## src/rtl/calc_entry_fsm.sv

```systemverilog
// Key-entry controller for a BCD calculator. It assembles two operands from
// keypad strobes, hands them to an arithmetic unit, and chains or displays results.
module calc_entry_fsm #(
    parameter int NDIG = 6,
    parameter int DW   = 4 * NDIG
) (
    input  logic          CLK_1K,
    input  logic          RST,
    input  logic [3:0]    key_value,
    input  logic          flag,
    input  logic [DW-1:0] num_result,
    input  logic          res_valid,
    input  logic          res_err,
    output logic [DW-1:0] num_reg1,
    output logic [DW-1:0] num_reg2,
    output logic [3:0]    opcode,
    output logic          calc_req,
    output logic [DW-1:0] num_out,
    output logic          err
);

    localparam int CW = $clog2(NDIG + 1);

    typedef enum logic [2:0] {
        S_NUM1 = 3'd0,
        S_OP   = 3'd1,
        S_NUM2 = 3'd2,
        S_WAIT = 3'd3,
        S_RES  = 3'd4,
        S_ERR  = 3'd5
    } state_t;

    state_t          r_state;
    state_t          w_state_nxt;
    logic [DW-1:0]   r_num1, w_num1_nxt;
    logic [DW-1:0]   r_num2, w_num2_nxt;
    logic [CW-1:0]   r_cnt1, w_cnt1_nxt;
    logic [CW-1:0]   r_cnt2, w_cnt2_nxt;
    logic [3:0]      r_pend_op, w_pend_op_nxt;
    logic [3:0]      r_next_op, w_next_op_nxt;
    logic [3:0]      r_opcode, w_opcode_nxt;
    logic            r_chain, w_chain_nxt;
    logic            r_calc_req, w_calc_req_nxt;
    logic            r_err, w_err_nxt;

    logic            w_is_digit;
    logic            w_is_op;
    logic            w_is_eq;
    logic            w_is_clr;
    logic            w_dig_ok1;
    logic            w_dig_ok2;
    logic [CW-1:0]   w_first_cnt;
    logic [DW-1:0]   w_first_num;

    // Key classification, qualified by the key strobe
    always_comb begin
        w_is_digit = flag & (key_value <= 4'd9);
        w_is_op    = flag & (key_value >= 4'hA) & (key_value <= 4'hD);
        w_is_eq    = flag & (key_value == 4'hE);
        w_is_clr   = flag & (key_value == 4'hF);
    end

    // Digit acceptance: stop at NDIG digits and suppress leading zeros
    always_comb begin
        w_dig_ok1   = (r_cnt1 != CW'(NDIG)) &&
                      !((r_num1 == {DW{1'b0}}) && (key_value == 4'd0));
        w_dig_ok2   = (r_cnt2 != CW'(NDIG)) &&
                      !((r_num2 == {DW{1'b0}}) && (key_value == 4'd0));
        w_first_cnt = (key_value == 4'd0) ? {CW{1'b0}} : CW'(1);
        w_first_num = {{(DW-4){1'b0}}, key_value};
    end

    // Next-state and next-register logic
    always_comb begin
        w_state_nxt    = r_state;
        w_num1_nxt     = r_num1;
        w_num2_nxt     = r_num2;
        w_cnt1_nxt     = r_cnt1;
        w_cnt2_nxt     = r_cnt2;
        w_pend_op_nxt  = r_pend_op;
        w_next_op_nxt  = r_next_op;
        w_opcode_nxt   = r_opcode;
        w_chain_nxt    = r_chain;
        w_calc_req_nxt = r_calc_req;
        w_err_nxt      = r_err;

        if (w_is_clr) begin
            // Clear wins everywhere, including over a coincident result
            w_state_nxt    = S_NUM1;
            w_num1_nxt     = {DW{1'b0}};
            w_num2_nxt     = {DW{1'b0}};
            w_cnt1_nxt     = {CW{1'b0}};
            w_cnt2_nxt     = {CW{1'b0}};
            w_pend_op_nxt  = 4'd0;
            w_opcode_nxt   = 4'd0;
            w_calc_req_nxt = 1'b0;
            w_err_nxt      = 1'b0;
        end else begin
            case (r_state)
                S_NUM1: begin
                    if (w_is_digit) begin
                        if (w_dig_ok1) begin
                            w_num1_nxt = {r_num1[DW-5:0], key_value};
                            w_cnt1_nxt = r_cnt1 + CW'(1);
                        end else begin
                            w_num1_nxt = r_num1;
                        end
                    end else if (w_is_op) begin
                        w_pend_op_nxt = key_value;
                        w_num2_nxt    = {DW{1'b0}};
                        w_cnt2_nxt    = {CW{1'b0}};
                        w_state_nxt   = S_OP;
                    end else begin
                        w_state_nxt = S_NUM1;
                    end
                end
                S_OP: begin
                    if (w_is_op) begin
                        w_pend_op_nxt = key_value;
                    end else if (w_is_digit) begin
                        w_num2_nxt  = w_first_num;
                        w_cnt2_nxt  = w_first_cnt;
                        w_state_nxt = S_NUM2;
                    end else begin
                        w_state_nxt = S_OP;
                    end
                end
                S_NUM2: begin
                    if (w_is_digit) begin
                        if (w_dig_ok2) begin
                            w_num2_nxt = {r_num2[DW-5:0], key_value};
                            w_cnt2_nxt = r_cnt2 + CW'(1);
                        end else begin
                            w_num2_nxt = r_num2;
                        end
                    end else if (w_is_eq || w_is_op) begin
                        // An operator here both computes and queues the next operation
                        w_opcode_nxt   = r_pend_op;
                        w_calc_req_nxt = 1'b1;
                        w_chain_nxt    = w_is_op;
                        w_next_op_nxt  = w_is_op ? key_value : r_next_op;
                        w_state_nxt    = S_WAIT;
                    end else begin
                        w_state_nxt = S_NUM2;
                    end
                end
                S_WAIT: begin
                    if (res_valid) begin
                        w_calc_req_nxt = 1'b0;
                        if (res_err) begin
                            w_err_nxt   = 1'b1;
                            w_state_nxt = S_ERR;
                        end else begin
                            w_num1_nxt = num_result;
                            w_num2_nxt = {DW{1'b0}};
                            w_cnt1_nxt = {CW{1'b0}};
                            w_cnt2_nxt = {CW{1'b0}};
                            if (r_chain) begin
                                w_pend_op_nxt = r_next_op;
                                w_state_nxt   = S_OP;
                            end else begin
                                w_state_nxt = S_RES;
                            end
                        end
                    end else begin
                        w_state_nxt = S_WAIT;
                    end
                end
                S_RES: begin
                    if (w_is_digit) begin
                        w_num1_nxt  = w_first_num;
                        w_cnt1_nxt  = w_first_cnt;
                        w_state_nxt = S_NUM1;
                    end else if (w_is_op) begin
                        w_pend_op_nxt = key_value;
                        w_num2_nxt    = {DW{1'b0}};
                        w_cnt2_nxt    = {CW{1'b0}};
                        w_state_nxt   = S_OP;
                    end else begin
                        w_state_nxt = S_RES;
                    end
                end
                S_ERR: begin
                    w_state_nxt = S_ERR;
                end
                default: begin
                    w_state_nxt = S_NUM1;
                end
            endcase
        end
    end

    // State register with synchronous active-low reset
    always_ff @(posedge CLK_1K) begin
        if (!RST) begin
            r_state <= S_NUM1;
        end else begin
            r_state <= w_state_nxt;
        end
    end

    // Operand, operator and handshake registers
    always_ff @(posedge CLK_1K) begin
        if (!RST) begin
            r_num1     <= {DW{1'b0}};
            r_num2     <= {DW{1'b0}};
            r_cnt1     <= {CW{1'b0}};
            r_cnt2     <= {CW{1'b0}};
            r_pend_op  <= 4'd0;
            r_next_op  <= 4'd0;
            r_opcode   <= 4'd0;
            r_chain    <= 1'b0;
            r_calc_req <= 1'b0;
            r_err      <= 1'b0;
        end else begin
            r_num1     <= w_num1_nxt;
            r_num2     <= w_num2_nxt;
            r_cnt1     <= w_cnt1_nxt;
            r_cnt2     <= w_cnt2_nxt;
            r_pend_op  <= w_pend_op_nxt;
            r_next_op  <= w_next_op_nxt;
            r_opcode   <= w_opcode_nxt;
            r_chain    <= w_chain_nxt;
            r_calc_req <= w_calc_req_nxt;
            r_err      <= w_err_nxt;
        end
    end

    // Display selection follows the operand being entered
    always_comb begin
        case (r_state)
            S_NUM2, S_WAIT: num_out = r_num2;
            S_ERR:          num_out = {DW{1'b1}};
            default:        num_out = r_num1;
        endcase
    end

    assign num_reg1 = r_num1;
    assign num_reg2 = r_num2;
    assign opcode   = r_opcode;
    assign calc_req = r_calc_req;
    assign err      = r_err;

endmodule

```

## config.mk

```make
export PLATFORM = sky130hd
export DESIGN_NAME = calc_entry_fsm
export DESIGN_NICKNAME = d
export VERILOG_FILES = /design/src/rtl/calc_entry_fsm.sv
export SDC_FILE = /design/constraint.sdc
export NUM_CORES = 1
export LEC_CHECK = 0
export CORE_MARGIN = 2
export CORE_UTILIZATION = 48
export CTS_CLUSTER_DIAMETER = 50
export DETAILED_ROUTE_END_ITERATION = 16
export GPL_TIMING_DRIVEN = 0
export PLACE_DENSITY_LB_ADDON = 0.08
export SLEW_MARGIN = 20
export SYNTH_ARGS = -nofsm -noshare
export SYNTH_HDL_FRONTEND = slang
export SYNTH_SLANG_ARGS = --single-unit
```

## constraint.sdc

```tcl
create_clock -name CLK_1K -period 2.4 [get_ports CLK_1K]
set_input_delay 0.48 -clock CLK_1K [delete_from_list [all_inputs] [get_ports CLK_1K]]
set_output_delay 0.48 -clock CLK_1K [all_outputs]
set_load 0.02 [all_outputs]
```

==> key figures, run 1 <==
Outcome
  – Status: finished, final reports clean

Detailed routing
  – Post-Route WL: 12460 µm
  – Metal3 WL: 987 µm
  – Wl on met1: 5564 µm
  – Vias: 4066
  – Detail Route met2 WL: 5698 µm
  – Drt first pass iters: 5
  – Drt wl/cell: 18.03 µm
  – Remaining antenna violation count: 0
  – DRC: 0
  – Top Metal Used: met4
  – 1st-iter DRT viols: 238
  – Vias/cell: 5.884

Setup path
  – CP cell instances: buf_4, nand2_1, or2_4, clkbuf_4, nand3_1, clkdlybuf4s15_2
  – Slowest cell on the critical path: dfxtp_4
  – Crit Path Category: reg2out
  – Worst Setup End Kind: output port
  – Crit path required time: 1.92 ns
  – Startpoint types: flop
  – Crit-path max cell delay: 0.40 ns
  – CP max FO: 10
  – Crit path arrival time: 1.84 ns

Clocking
  – Cts bufs inserted: 9
  – CTS root buffer: clkbuf_8
  – Clk_lat worst skew: 0.35 ns
  – Max clock buf depth: 2
  – Clock Pin Slew Worst Setup and Hold Paths: 0.08 ns
  – Htree depth: 3
  – CTS tree: done
  – Clock Sinks: 72

Place
  – Placed cell area: 5067 µm²
  – HPWL Detailed: 9453 µm
  – PortBufs: 108
  – RD Place Congestion: 0.8843

Global routing
  – Gr ovfl total: 0
  – First-pass GRT wire length: 19570 µm
  – Vias in the first global route: 3857
  – GRT Resource Usage Total: 28.61%
  – Largest net degree at the start of global routing: 14
  – Initial antenna violation count: 0

Timing
  – RSZ-0062 raised after global routing: no
  – Endpoints failing setup: 0
  – Fin. max-slew vios: 0
  – Fmax: 0.4306 GHz
  – Hold Violations, Final: 0
  – Final period util: 96.77%
  – Slew @ Worst Pin: 0.6827 ns
  – Clk_skew: 0.006828 ns
  – Worst slew margin: 54.49%
  – Crit path time final: 2.323 ns

Die
  – Num rows: 32
  – DIE AREA: 8772 µm²
  – Core area: 7767 µm²
  – Ports: 111
  – Die width: 93.66 µm
  – Initial Utilization: 49.68%
  – Die height: 93.66 µm

Synthesis
  – Synthesized Nets: 503
  – Post-synthesis compound-gate area fraction: 18.64%
  – Most used DFF post-synth: dfxtp_1
  – Post-synth EDFFs: 0
  – Synth Area in Adders: 1.297%
  – Largest family of logic cells by synthesized area: simple AND/OR/NAND/NOR gates
  – Synth Instances: 466
  – Yosys reg bits: 72
  – Register area share after synthesis: 37.35%
  – Fraction of the mapped netlist area in simple logic gates: 28.34%
  – Syn Area/Cell: 8.280 µm²
  – Yosys cell types: 48
  – Yosys synthesis warning count: 0
  – Mux cell area share after synthesis: 8.301%
  – Async S/R FF share, synth: 0%
  – Synth Area in XOR/XNOR: 0.2270%
  – Post-Syn Area: 3859 µm²

Layout
  – Layout Nets: 621
  – Fillers: 693
  – Core Util, Final: 67.83%
  – Final Cell Area: 5269 µm²
  – Antenna diodes: 0
  – Layout area overhead: 36.54%
  – Share of cells above drive strength 1: 16.98%

Flow run
  – Max-capacitance violation count: 0

Pwr
  – Leak pwr: 1.936 nW
  – Final Power: 3.035 mW
  – Pwr dens: 576.0 nW/µm²
  – Worst VDD drop: 313.0 µV

Hold path
  – Hold Path Class: reg2reg
==> routing by layer <==
| metal | vias up | global-route usage [%] |
|---|---|---|
| li1 | 1900 | - |
| met1 | 1937 | 38.74 |
| met2 | 202 | 45.14 |
| met3 | 27 | 6.340 |
| met4 | 0 | 9.903 |
| met5 | - | 0 |
==> worst max-delay path: cells and delay by family, from the launching register on <==
| family | cells | cell delay [ns] |
|---|---|---|
| buffers and inverters | 3 | 0.64 |
| DFF | 1 | 0.40 |
| and+or+nand+nor | 3 | 0.46 |
==> flip-flops by register name (all words and copies together), names as in the netlist <==
signal     cells
num_reg2      24
r_next_op      4
r_state        3
r_cnt1         3
err            1
num_reg1      24
r_chain        1
calc_req       1
r_cnt2         3
r_pend_op      4
opcode         4
==> where the power goes <==
| group | internal (mW) | switching (mW) |
|---|---|---|
| logic | 0.287 | 0.358 |
| clock network | 0.587 | 0.490 |
| registers | 1.24 | 0.0735 |
| total | 2.11 | 0.921 |
==> cells by family (layout without fill, tap and decap cells) <==
group                      count (synthesis)  count (layout)
muxes                                     32              32
buffers and inverters                     42             165
AOI/OAI and AO/OA                         78              78
DFF                                       72              72
and+or+nand+nor                          237             237
adders and majority gates                  4               4
xor gates and xnor gates                   1               1
==> cell usage in the layout (no fill, tap or decap), types with 2 or more instances in the layout <==
cell type and instances:
a211oi_2 20, a21oi_1 5, a22oi_1 20, a311oi_1 4, a311oi_2 4, a31oi_1 4, a32o_1 2, buf_2 18
buf_4 6, buf_6 6, bufinv_16 2, clkbuf_1 10, clkbuf_2 5, clkbuf_4 5, clkbuf_8 9, clkdlybuf4s15_2 10
clkdlybuf4s50_1 84, clkinv_2 2, dfxtp_1 71, ha_1 4, inv_1 5, mux2i_1 32, nand2_1 115, nand2b_1 7
nand3_1 34, nand4_1 6, nor2_1 38, nor2b_1 9, nor3_1 5, nor4_1 12, o21a_1 2, o21ai_0 5
==> metrics by stage <==
step / setup WS [ns] / setup TNS, ns / hold slack, ns / cells
global route: 0.001180 / 0 / 0.5024 / 691
finish: 0.07742 / 0 / 0.4827 / 691
detailed placement: -0.4023 / -19.77 / 0.4640 / 676
floorplan: 0.4160 / 0 / 0.4406 / 466
CTS: 0.0002807 / 0 / 0.4757 / 691
global placement: -0.3963 / -16.82 / 0.4551 / 676
==> path summary, 6_finish.rpt <==
kind / start / endpoint / slack, ns / depth (start not counted)
max: r_state[0] / num_out[22] / 0.08 / 6
min: r_next_op[3] / r_next_op[3] / 0.48 / 1
max reg2reg: r_state[0] / num_reg1[9] / 0.45 / 7
min reg2reg: r_next_op[3] / r_next_op[3] / 0.48 / 1
==> final cells by class <==
class	instances	area (µm²)	area share (%)
multi-input cells	352	2202	41.80
inverters	5	18.77	0.3562
flip-flops and latches	72	1445	27.43
repair buffers	108	1023	19.43
plain buffers	36	232.7	4.417
clock inverters	7	95.09	1.805
clock buffers	9	123.9	2.351
well taps	102	127.6	2.422
==> cell usage after synthesis (all sizes together), types with 6 or more instances <==
library cell	count	share of area, %
nand2	116	11
dfxtp	72	37
nor2	39	4.0
nand3	34	4.4
mux2i	32	8.3
a211oi	20	6.5
a22oi	20	3.9
clkbuf	19	1.8
buf	18	3.5
nor4	13	2.5
nor2b	9	1.5
a311oi	8	2.5
nand2b	7	1.1
o21ai	7	1.0
nand4	6	0.97
nor3	6	1.1
==> repair_timing <==
item                                   in CTS  in global routing
pin swaps                                   0                  1
endpoints found under the hold margin       0                  0
resized for setup                          87                 22
setup buffers                               0                  0
hold buffers                                0                  0
setup endpoints to repair                  24                 27
(Power assumes the default switching activity.)
==> run 2, diff against run 1 <==
- CORE_MARGIN: 2 -> 4
==> run 2 against run 1 <==
Compared with the run above: final area is 1.2% higher; clock skew increased by 0.0060 ns; first-iteration DRC count up 37%; routed wire length up 0.51%; sequential share of layout area down 0.33 points; clock power shrank 9.5%; global-route usage shrank 2.8 points; largest cell class unchanged; total power decreased by 3.0%; register-to-register slack improved by 0.06 ns; combinational power is 1% higher; sequential cell count unchanged; utilization up 0.84 points.
==> key figures, run 2 (synthesis gave the netlist of run 1 again) <==
Outcome
  – Status: finished, final reports clean

Flow run
  – Max-capacitance violation count: 0

Timing
  – Fin. max-slew vios: 0
  – Final period util: 96.44%
  – Setup ws final: 0.08551 ns
  – WHS: 0.4854 ns
  – Clk_skew: 0.01282 ns
  – Fmax: 0.4321 GHz
  – RSZ-0062 raised after global routing: no
  – Hold Violations, Final: 0
  – Final TNS setup: 0 ns
  – Worst slew margin: 62.26%
  – Endpoints failing setup: 0
  – Slew @ Worst Pin: 0.5623 ns
  – Crit path time final: 2.314 ns

Setup path
  – Crit path arrival time: 1.83 ns
  – Reg-to-reg slack, setup: 0.51 ns
  – Worst Setup End Kind: output port
  – Startpoint types: flop
  – Crit path required time: 1.92 ns
  – Crit path launch: r_state[2]
  – Worst r2r src: r_state[0]
  – CP max FO: 10
  – R2R Path End: num_reg2[12]
  – Worst reg2reg path depth: 6
  – Crit Path Category: reg2out
  – CP endpoint: num_out[9]

Clocking
  – Htree depth: 3
  – CTS tree: done
  – # hold bufs at CTS: 0
  – Clock Pin Slew Worst Setup and Hold Paths: 0.08 ns
  – Clk_lat worst skew: 0.35 ns
  – CTS root buffer: clkbuf_8
  – Clock Sinks: 72
  – Cts bufs inserted: 9
  – Max clock buf depth: 2

Layout
  – Fillers: 649
  – Share of cells above drive strength 1: 16.92%
  – Most common cell after layout, fill and taps aside: nand2_1
  – Most frequent cells in the layout: 115 x nand2_1, 84 x clkdlybuf4s50_1, 71 x dfxtp_1
  – Final Cell Area: 5334 µm²
  – Layout Nets: 623
  – Antenna diodes: 0
  – Layout area overhead: 38.23%

Place
  – HPWL Detailed: 9598 µm
  – RD Place Congestion: 0.9169
  – PortBufs: 108
  – Placed cell area: 5067 µm²
  – Pre-CTS setup slack: -0.4231 ns

Die
  – DIE AREA: 9537 µm²
  – Initial Utilization: 49.68%
  – Num rows: 32
  – Core area: 7767 µm²
  – Ports: 111
  – Die height: 97.66 µm
  – Die width: 97.66 µm

Pwr
  – Worst VDD drop: 335.6 µV
  – Pwr dens: 552.0 nW/µm²
  – Leak pwr: 1.935 nW
  – Final Power: 2.944 mW

Global routing
  – Gr ovfl total: 0
  – First-pass GRT wire length: 20150 µm
  – Largest net degree at the start of global routing: 13
  – Vias in the first global route: 3869
  – Initial antenna violation count: 0
  – GRT Resource Usage Total: 25.76%

Detailed routing
  – Vias: 4041
  – Drt first pass iters: 7
  – Drt wl/cell: 18.07 µm
  – DRC: 0
  – Post-Route WL: 12530 µm
  – 1st-iter DRT viols: 325
  – Vias/cell: 5.831
  – Remaining antenna violation count: 0

Hold path
  – Hold Path Class: reg2reg
-- run 2: changes by cell type in the layout (fill, tap and decap cells not counted), moves of 2 or more --
cell | before | now
clkdlybuf4s15_1 | 0 | 2
buf_2 | 18 | 11
clkdlybuf4s15_2 | 10 | 18
clkbuf_2 | 5 | 3
buf_4 | 6 | 8
clkbuf_8 | 9 | 11
-- run 2: final cells by class --
cell class / instances / area (µm²) / area share [%]
Sequential cell: 72 / 1445 / 27.09
Multi-Input combinational cell: 352 / 2202 / 41.29
Clock buffer: 12 / 145.1 / 2.721
Buffer: 35 / 236.5 / 4.433
Inverter: 5 / 18.77 / 0.3519
Clock inverter: 4 / 52.55 / 0.9852
Timing Repair Buffer: 111 / 1106 / 20.74
Tap cell: 102 / 127.6 / 2.393
-- run 2: worst min path at each step --
| stage | startpoint | end | cells past startpoint |
|---|---|---|---|
| 2_1_floorplan | r_next_op[3] | r_next_op[3] | 1 |
| 3_3_place_gp | r_next_op[3] | r_next_op[3] | 1 |
| 6_report | r_next_op[1] | r_pend_op[1] | 2 |
| 3_5_place_dp | r_next_op[3] | r_next_op[3] | 1 |
| 5_1_grt | r_next_op[3] | r_next_op[3] | 1 |
| 4_1_cts | key_value[1] | num_reg2[1] | 3 |
-- run 2: power breakdown --
part	switching (mW)	internal (mW)	total, mW
registers	0.0741	1.24	1.31
logic	0.356	0.298	0.654
clock network	0.463	0.514	0.977
-- run 2: worst max-delay path, stage by stage, from the launching register on --
cell and delay [ns]:
dfxtp_1 0.34, clkbuf_4 0.20, nand2_1 0.10, or2_4 0.29
clkbuf_4 0.19, nand3_1 0.10, clkdlybuf4s15_2 0.27
-- run 2: per-stage QoR --
step           util, %  std cells
4_1_cts          68.56        691
2_1_floorplan        -        466
6_report         68.67        693
3_3_place_gp     65.24        676
5_1_grt          68.67        693
3_5_place_dp     65.24        676
-- run 2: metal layers --
| layer | wire length [µm] | global-route usage, % |
|---|---|---|
| met1 | 5341 | 34.17 |
| met2 | 5781 | 41.91 |
| met3 | 1165 | 5.599 |
| met4 | 238 | 7.774 |
| met5 | 0 | 0 |
-- run 2: timing repair --
item | CTS | global route
pin swaps | 0 | 1
resized for setup | 85 | 22
buffers inserted | 0 | 3
setup endpoints to repair | 24 | 26
